`config.mk`:
```
export PLATFORM = sky130hd
export DESIGN_NAME = comb_logic_sched
export DESIGN_NICKNAME = d
export VERILOG_FILES = /design/src/rtl/comb_logic_pkg.sv /design/src/rtl/comb_logic_alu.sv /design/src/rtl/comb_logic_sched.sv
export SDC_FILE = /design/constraint.sdc
export NUM_CORES = 1
export LEC_CHECK = 0
export ABC_AREA = 0
export ABC_CLOCK_PERIOD_IN_PS = 2950
export CORE_ASPECT_RATIO = 1.25
export CORE_MARGIN = 1
export CORE_UTILIZATION = 46
export CTS_CLUSTER_SIZE = 40
export DETAILED_ROUTE_END_ITERATION = 7
export GPL_ROUTABILITY_DRIVEN = 0
export GPL_TIMING_DRIVEN = 0
export PLACE_DENSITY = 0.73
export RECOVER_POWER = 50
export SETUP_SLACK_MARGIN = 0.5
export SLEW_MARGIN = 20
export SYNTH_ARGS = -nofsm -noshare
export SYNTH_HDL_FRONTEND = slang
export SYNTH_SLANG_ARGS = --single-unit
```
`constraint.sdc`:
```
create_clock -name clk -period 2.95 [get_ports clk]
set_input_delay 0.295 -clock clk [delete_from_list [all_inputs] [get_ports clk]]
set_output_delay 0.295 -clock clk [all_outputs]
set_load 0.01 [all_outputs]
```
`src/rtl/comb_logic_pkg.sv`:
```
// -----------------------------------------------------------------------------
// comb_logic_pkg
// Shared definitions for the comb_logic_sched front end and its ALU:
//   - 2-bit opcode encodings (OP_ADD, OP_MUL, OP_COMP, OP_MUX)
//   - FSM state encoding (S_IDLE, S_EXEC, S_RESP)
// -----------------------------------------------------------------------------
package comb_logic_pkg;

  localparam logic [1:0] OP_ADD  = 2'b00;
  localparam logic [1:0] OP_MUL  = 2'b01;
  localparam logic [1:0] OP_COMP = 2'b10;
  localparam logic [1:0] OP_MUX  = 2'b11;

  typedef enum logic [1:0] {
    S_IDLE = 2'b00,
    S_EXEC = 2'b01,
    S_RESP = 2'b10
  } state_t;

endpackage

```
`src/rtl/comb_logic_alu.sv`:
```
// -----------------------------------------------------------------------------
// comb_logic_alu
// Purely combinational four-function, two-operand ALU.
// Ports:
//   x, y    in   DWIDTH    operands (unsigned)
//   inst    in   2         opcode: add, mul, comp, mux
//   sel     in   1         mux select (x when 1, y when 0)
//   result  out  2*DWIDTH  zero-extended result
//   flag    out  1         carry (add), x>=y (comp), sel (mux), 0 (mul)
// -----------------------------------------------------------------------------
module comb_logic_alu
  import comb_logic_pkg::*;
#(
  parameter int DWIDTH = 4
) (
  input  logic [DWIDTH-1:0]   x,
  input  logic [DWIDTH-1:0]   y,
  input  logic [1:0]          inst,
  input  logic                sel,
  output logic [2*DWIDTH-1:0] result,
  output logic                flag
);

  localparam int RW = 2 * DWIDTH;

  logic [DWIDTH:0] sum;

  // NOTE: every output of a combinational block gets a default before the
  // case; any path that leaves one unassigned would infer a latch.
  always_comb begin
    result = '0;
    flag   = 1'b0;
    sum    = {1'b0, x} + {1'b0, y};
    case (inst)
      OP_ADD: begin
        result = RW'(sum);
        flag   = sum[DWIDTH];
      end
      OP_MUL:  result = RW'(x) * RW'(y);
      OP_COMP: flag = (x >= y);
      OP_MUX: begin
        result = RW'(sel ? x : y);
        flag   = sel;
      end
    endcase
  end

endmodule

```
`src/rtl/comb_logic_sched.sv`:
```
// -----------------------------------------------------------------------------
// comb_logic_sched
// Two-requester, round-robin sequenced front end for a shared ALU.
// Requests are accepted in IDLE, timed in EXEC (multiply takes MUL_CYCLES),
// and returned through a registered response channel with backpressure.
// Ports:
//   clk, rst_n             clock, asynchronous active-low reset
//   req_valid[1:0]         per-requester request valid
//   req_ready[1:0]         per-requester accept (one-hot or zero, comb.)
//   req_x, req_y           packed operands, requester i at [i*DWIDTH +: DWIDTH]
//   req_inst[3:0]          packed 2-bit opcodes
//   req_sel[1:0]           per-requester mux select
//   rsp_valid / rsp_ready  response handshake
//   rsp_id, rsp_inst       originating requester and opcode
//   rsp_result, rsp_flag   ALU result (zero-extended) and flag
//   busy                   high whenever the FSM is not in IDLE
// Optional feature: define COMB_LOGIC_SCHED_STATS_EN to add the saturating
// 16-bit handshake counters grant_cnt0 / grant_cnt1.
// -----------------------------------------------------------------------------
module comb_logic_sched
  import comb_logic_pkg::*;
#(
  parameter int DWIDTH     = 4,
  parameter int MUL_CYCLES = 2
) (
  input  logic                clk,
  input  logic                rst_n,
  input  logic [1:0]          req_valid,
  output logic [1:0]          req_ready,
  input  logic [2*DWIDTH-1:0] req_x,
  input  logic [2*DWIDTH-1:0] req_y,
  input  logic [3:0]          req_inst,
  input  logic [1:0]          req_sel,
  output logic                rsp_valid,
  input  logic                rsp_ready,
  output logic                rsp_id,
  output logic [1:0]          rsp_inst,
  output logic [2*DWIDTH-1:0] rsp_result,
  output logic                rsp_flag,
`ifdef COMB_LOGIC_SCHED_STATS_EN
  output logic [15:0]         grant_cnt0,
  output logic [15:0]         grant_cnt1,
`endif
  output logic                busy
);

  localparam int CNT_W = (MUL_CYCLES > 1) ? $clog2(MUL_CYCLES) : 1;
  localparam logic [CNT_W-1:0] MUL_LAST = CNT_W'(MUL_CYCLES - 1);

  state_t              state, state_next;
  logic                rr;
  logic [CNT_W-1:0]    cnt;

  logic                gnt_valid, gnt_id, handshake;
  logic [DWIDTH-1:0]   gnt_x, gnt_y;
  logic [1:0]          gnt_inst;
  logic                gnt_sel;

  logic [DWIDTH-1:0]   x_r, y_r;
  logic [1:0]          inst_r;
  logic                sel_r, id_r;

  logic [2*DWIDTH-1:0] alu_result;
  logic                alu_flag;

  // Round-robin: requester rr has priority, the other one takes the slot
  // only when rr is not asking.
  always_comb begin
    gnt_valid = 1'b0;
    gnt_id    = rr;
    if (req_valid[rr]) begin
      gnt_valid = 1'b1;
    end else if (req_valid[~rr]) begin
      gnt_valid = 1'b1;
      gnt_id    = ~rr;
    end
  end

  assign gnt_x     = gnt_id ? req_x[DWIDTH +: DWIDTH] : req_x[0 +: DWIDTH];
  assign gnt_y     = gnt_id ? req_y[DWIDTH +: DWIDTH] : req_y[0 +: DWIDTH];
  assign gnt_inst  = gnt_id ? req_inst[3:2] : req_inst[1:0];
  assign gnt_sel   = gnt_id ? req_sel[1] : req_sel[0];
  assign handshake = (state == S_IDLE) && gnt_valid;
  assign req_ready = handshake ? (2'b01 << gnt_id) : 2'b00;

  // NOTE: sequential state uses non-blocking assignments so every flop sees
  // the pre-edge value of every other flop, independent of block ordering.
  always_ff @(posedge clk or negedge rst_n) begin
    if (!rst_n) state <= S_IDLE;
    else        state <= state_next;
  end

  always_comb begin
    state_next = state;
    case (state)
      S_IDLE: if (handshake)        state_next = S_EXEC;
      S_EXEC: if (cnt == '0)        state_next = S_RESP;
      S_RESP: if (rsp_ready)        state_next = S_IDLE;
      default:                      state_next = S_IDLE;
    endcase
  end

  comb_logic_alu #(.DWIDTH(DWIDTH)) u_alu (
    .x      (x_r),
    .y      (y_r),
    .inst   (inst_r),
    .sel    (sel_r),
    .result (alu_result),
    .flag   (alu_flag)
  );

  // Operand capture, cycle counter and response registers. rsp_valid and
  // busy are registered copies of the next state so they leave a flop.
  always_ff @(posedge clk or negedge rst_n) begin
    if (!rst_n) begin
      rr         <= 1'b0;
      cnt        <= '0;
      x_r        <= '0;
      y_r        <= '0;
      inst_r     <= '0;
      sel_r      <= 1'b0;
      id_r       <= 1'b0;
      rsp_valid  <= 1'b0;
      rsp_id     <= 1'b0;
      rsp_inst   <= '0;
      rsp_result <= '0;
      rsp_flag   <= 1'b0;
      busy       <= 1'b0;
    end else begin
      case (state)
        S_IDLE: if (handshake) begin
          x_r    <= gnt_x;
          y_r    <= gnt_y;
          inst_r <= gnt_inst;
          sel_r  <= gnt_sel;
          id_r   <= gnt_id;
          cnt    <= (gnt_inst == OP_MUL) ? MUL_LAST : '0;
          rr     <= ~gnt_id;
        end
        S_EXEC: if (cnt != '0) begin
          cnt <= cnt - 1'b1;
        end else begin
          rsp_id     <= id_r;
          rsp_inst   <= inst_r;
          rsp_result <= alu_result;
          rsp_flag   <= alu_flag;
        end
        default: ;
      endcase
      rsp_valid <= (state_next == S_RESP);
      busy      <= (state_next != S_IDLE);
    end
  end

`ifdef COMB_LOGIC_SCHED_STATS_EN
  always_ff @(posedge clk or negedge rst_n) begin
    if (!rst_n) begin
      grant_cnt0 <= '0;
      grant_cnt1 <= '0;
    end else if (handshake) begin
      if (!gnt_id && grant_cnt0 != 16'hFFFF) grant_cnt0 <= grant_cnt0 + 16'd1;
      if (gnt_id && grant_cnt1 != 16'hFFFF)  grant_cnt1 <= grant_cnt1 + 16'd1;
    end
  end
`endif

endmodule

```
# Word level (Yosys, flattened, before mapping)
# Index checks and enable logic that the tools add are counted.
[totals] reg_bits=30 latch_bits=0 ram_bits=0 romBits=0 out_inout_bits=16 wordCells=64 memories=0
[classes] addsub=2 mul=1 n_div=0 magnitude_cmp=3 eq_ne=8 n_shift=1 mux=24 bitwise=3 n_reduce_logical=8
[ops] operator="8-bit one-hot mux with 3 select lines" n=1
[ops] operator="1-bit 2-to-1 mux" n=12
[ops] operator="4-bit 2-to-1 mux" n=3
[ops] operator="2-bit 2-to-1 mux" n=5
[ops] operator="2-bit equality test, second input constant" n=4
[ops] operator="4-bit by 4-bit multiplier with 8-bit output" n=1
[ops] operator="2-bit by 1-bit equality test with 1-bit output, second input constant" n=3
[ops] operator="2-bit one-hot mux with 3 select lines" n=1
[ops] operator="2-bit AND reduction" n=3
[ops] operator="4-bit by 4-bit adder with 5-bit output" n=1
[ops] operator="4-bit >= comparator" n=1
[ops] operator="2-bit zero test" n=2
[ops] operator="1-bit by 2-bit less-than comparator with 1-bit output, second input constant" n=2
[ops] operator="2-bit nonzero test" n=2
[ops] operator="1-bit inverter" n=3
[ops] operator="1-bit one-hot mux with 3 select lines" n=1
[ops] operator="2-bit inequality test, second input constant" n=1
[ops] operator="1-bit one-hot mux with 2 select lines" n=1
[ops] operator="1-bit by 1-bit left shift with 2-bit output, first input constant" n=1
[ops] operator="1-bit logical AND" n=1
[ops] operator="1-bit subtractor, second input constant" n=1

# Logic depth before layout (Yosys ltp)
[depth] ltp_word=10 ltp_mapped=11

# Cells and area by module
# From an unflattened synthesis, not the netlist that was laid out.
[unflattened] cells_unflattened=206 hier_area_um2=2085.8
[by_module_without_submodules] mod="comb_logic_sched" n_inst=1 cells_each=95 area_per_inst_um2=1241.2
[by_module_without_submodules] mod="comb_logic_alu" n_inst=1 cells_each=111 area_per_inst_um2=844.6

# Worst setup path before layout
# OpenSTA, ideal clock, no wires.
[synth_timing] path_kind="flip-flop to flip-flop" startpoint="reg x_r[1]" endpoint="reg rsp_result[7]" setup_time_ps=124 arrival_time_ps=2655 t_required_ps=2826 setup_slack_ps=171 path_stages_with_launch=11 path_buffers=0 period_less_slack_ps=2779 cell_sequence="dfrtp_1 nand2_1 fa_1 inv_1 fa_1 ha_1 a211oi_1 o21bai_1 a21oi_1 xor2_1 o31ai_1"
[synth_between] elab_chain_cells=2
[synth_lines] item="start: declaration" line_no="comb_logic_sched.sv:59" source="logic [DWIDTH-1:0] x_r, y_r;"
[synth_lines] item="start signal: assignment" line_no="comb_logic_sched.sv:132" source="x_r <= gnt_x;"
[synth_lines] item="4-bit by 4-bit multiplier with 8-bit output" line_no="comb_logic_alu.sv:39" source="OP_MUL: result = RW'(x) * RW'(y);"
[synth_lines] item="8-bit one-hot mux with 3 select lines" line_no="comb_logic_alu.sv:34" source="case (inst)"
[synth_lines] item="end signal: assignment" line_no="comb_logic_sched.sv:145" source="rsp_result <= alu_result;"
[synth_lines] item="end: declaration" line_no="comb_logic_sched.sv:38" source="output logic [2*DWIDTH-1:0] rsp_result,"
# Every way passes these cells.
# A chain may end at the register's enable or synchronous reset.

# Worst setup path after layout
[layout_timing] startpoint="reg x_r[0]" endpoint="reg rsp_result[6]"
# Same word-level chain as after synthesis.

==> reports/qor.txt <==
Layout cell share with drive strength beyond 1 -> 18.7%
Die area -> 0.00462 mm²
Synth-to-layout area growth -> 37.0%
Hold Crit Class -> input port to async pin
Via count -> 1677
Core Area -> 0.00413 mm²
Top post-synthesis cells by count -> dfrtp_1 (30), nand2_1 (28), inv_1 (21)
RSZ-0062 raised after global routing -> yes
Post-route minimum period -> 2.73 ns
Grt ovf -> 0
Outcome -> complete, but fails checks
Max VDD drop -> 0.000527 V
WP data arrival -> 2.92 ns
Syn Inst Count -> 207
Actual slew at the worst max-slew pin -> 1.53 ns
Clock root cell -> clkbuf_8
Pleak -> 0.00131 µW
FMAX -> 366 MHz
CTS sink cnt -> 30
Post-route setup TNS -> 0 ns
Register bit total from synthesis -> 30
Drt pass-1 iters -> 6
Worst flop-to-flop path startpoint -> x_r[0]
Drt total wl -> 4.45 mm
Cell breakdown of the critical path -> nand2_2 > fa_1 > inv_2 > fa_2 > fa_2 > a21o_1 > a21oi_2 > xor2_1 > o31ai_1
Nets -> 318
Endpoints failing setup -> 0
Critical Path RT -> 3.14 ns
Critical path type -> flop to flop
Vias per cell -> 5.19
Fin area -> 0.00274 mm²
# H-tree levels -> 2
Top cell type by total area after synthesis -> dfrtp_1
Most numerous cell in the Yosys netlist -> dfrtp_1
Worst Setup End Kind -> flop
Detail Route Antenna Nets -> 0
Drc violations -> 0
Pin count of the biggest net entering global routing -> 31
Synth Flop Type -> dfrtp_1
Number of global-route vias before repair -> 1743
CP Launch Point -> x_r[0]
Seq/Total Area, Yosys -> 37.5%
Max Slew Vio Count -> 31
Pwr Density -> 1110 mW/mm²
Initial antenna violation count -> 0
Average routed wire per standard cell -> 13.8 µm
Critical path fanouts, max -> 2
Worst-skew pair later-pin latency -> 0.29 ns
Fin crit share -> 92.7%
Detailed Place HPWL -> 3.23 mm
Total CTS buffers -> 5
Max cap viols -> 1
Slowest cell on crit path -> fa_1
Worst-path clk slew -> 0.07 ns
Die Wd -> 61.0 µm
Slew HR -> -1.76%
TritonCTS clock tree -> yes
Failing checks -> capacitance limit, slew limit
Bufs and invs on worst path -> 1
Port Buffer Count -> 42
Delay-heaviest family, CP -> adder cells
Share of the core filled with cells -> 66.3%
Initial DRC count -> 72
Share of the synthesized area in the top cell type -> 37.5%
Die H -> 75.7 µm
Syn avg cell area -> 9.66 µm²
Ys Warns -> 0
Post-synth EDFFs -> 0
Startpoint types -> flop
Main area contributors after synthesis -> dfrtp_1 (38%), ha_1 (13%), nand2_1 (5.3%)
Row count -> 26
CP max stage delay -> 0.55 ns
Clock Tree Buf Depth -> 2
Initial Util -> 48.4%
I/O Pins -> 43
Filler Cell Count -> 362
Hold Buf Count CTS -> 0
GRT Overall Usage -> 23.3%
Area of the mapped netlist -> 0.00200 mm²
Post-Syn Nets -> 259
Most common cell on crit path -> fa_2
Async set-reset flop share out of synthesis -> 100%
Final hold violations -> 0
Synth cell types -> 40
Global-route wire length before repair -> 7.87 mm
R2R Setup Slk -> 0.22 ns
DP Area -> 0.00250 mm²
Final Skew -> 0.00352 ns
Diode count -> 0
-- repair_timing --
item,CTS,global route
setup buffers,9,1
gates resized for setup,10,10
pin swaps,2,10
endpoints found under the setup margin,5,5
-- stage by stage --
stage               hold slack (ns)  setup slack [ns]  total power [µW]  std cells
finish                        0.372             0.215              3030        323
floorplan                 -0.000591             0.318              1900        207
CTS                          0.0495             0.266              2940        322
detailed placement            0.360             0.129              2390        305
global placement              0.455             0.166              2350        305
global route                  0.528             0.126              3330        323
-- worst reg2reg max path, stage by stage, from the launching register on --
cell and delay, ns:
dfrtp_1 0.39, nand2_2 0.07, fa_1 0.55, inv_2 0.04, fa_2 0.50, fa_2 0.37
a21o_1 0.20, a21oi_2 0.15, xor2_1 0.09, o31ai_1 0.27
-- flip-flops by register name, summed over array words and instances, names as in the netlist --
register / flops
rsp_inst: 2
inst_r: 2
cnt: 1
rr: 1
x_r: 4
state: 2
rsp_flag: 1
sel_r: 1
id_r: 1
y_r: 4
rsp_result: 8
busy: 1
rsp_id: 1
rsp_valid: 1
-- power by group --
group | total [µW] | switching (µW) | internal, µW | leakage (µW)
registers | 758 | 159 | 599 | 0.000373
logic | 1920 | 984 | 938 | 0.000894
clock network | 353 | 165 | 187 | 0.0000472
total | 3030 | 1310 | 1720 | 0.00131
-- path summary, 6_finish.rpt --
path,to,cells after the start
min,state[1],1
min reg2reg,rsp_id,2
max,rsp_result[6],9
max in group asynchronous,x_r[1],1
max reg2reg,rsp_result[6],9
min in group clk,rsp_id,2
-- kinds of logic (layout without fill, tap and decap cells) --
| logic type | count (synthesis) | in the layout | synth area share, % |
|---|---|---|---|
| simple gates | 58 | 58 | 13.1 |
| xor+xnor | 4 | 4 | 1.75 |
| compound gates | 53 | 53 | 20.0 |
| mux | 5 | 5 | 2.50 |
| buf+inv | 31 | 91 | 7.01 |
| fa+ha+maj | 26 | 26 | 18.0 |
| flops | 30 | 30 | 37.5 |
-- layer usage --
metal  wire length, µm  vias up  global-route usage, %
li1                  -      834                      -
met1              1880      792                   27.6
met5                 0        -                      0
met2              2320       42                   41.1
met4               100        0                   10.1
met3               138        9                   4.07
-- cell usage in the layout (no fill, tap or decap), types with 6 or more instances in the layout --
cell type and n:
clkdlybuf4s50_1 40, a21oi_1 14, inv_1 19, nor2_1 14, nand2_1 26, buf_4 11
clkbuf_8 6, ha_1 16, dfrtp_1 25, a222oi_1 9
-- final cells by class --
| class | count | area, µm² | area share (%) |
|---|---|---|---|
| Buffer | 9 | 48.8 | 1.78 |
| Clock buffer | 6 | 82.6 | 3.01 |
| Clock inverter | 2 | 12.5 | 0.457 |
| Inverter | 22 | 82.6 | 3.01 |
| Multi-Input combinational cell | 146 | 1200 | 43.7 |
| Sequential cell | 30 | 757 | 27.6 |
| Tap cell | 56 | 70.1 | 2.56 |
| Timing Repair Buffer | 52 | 489 | 17.9 |
(Power assumes the default switching activity.)
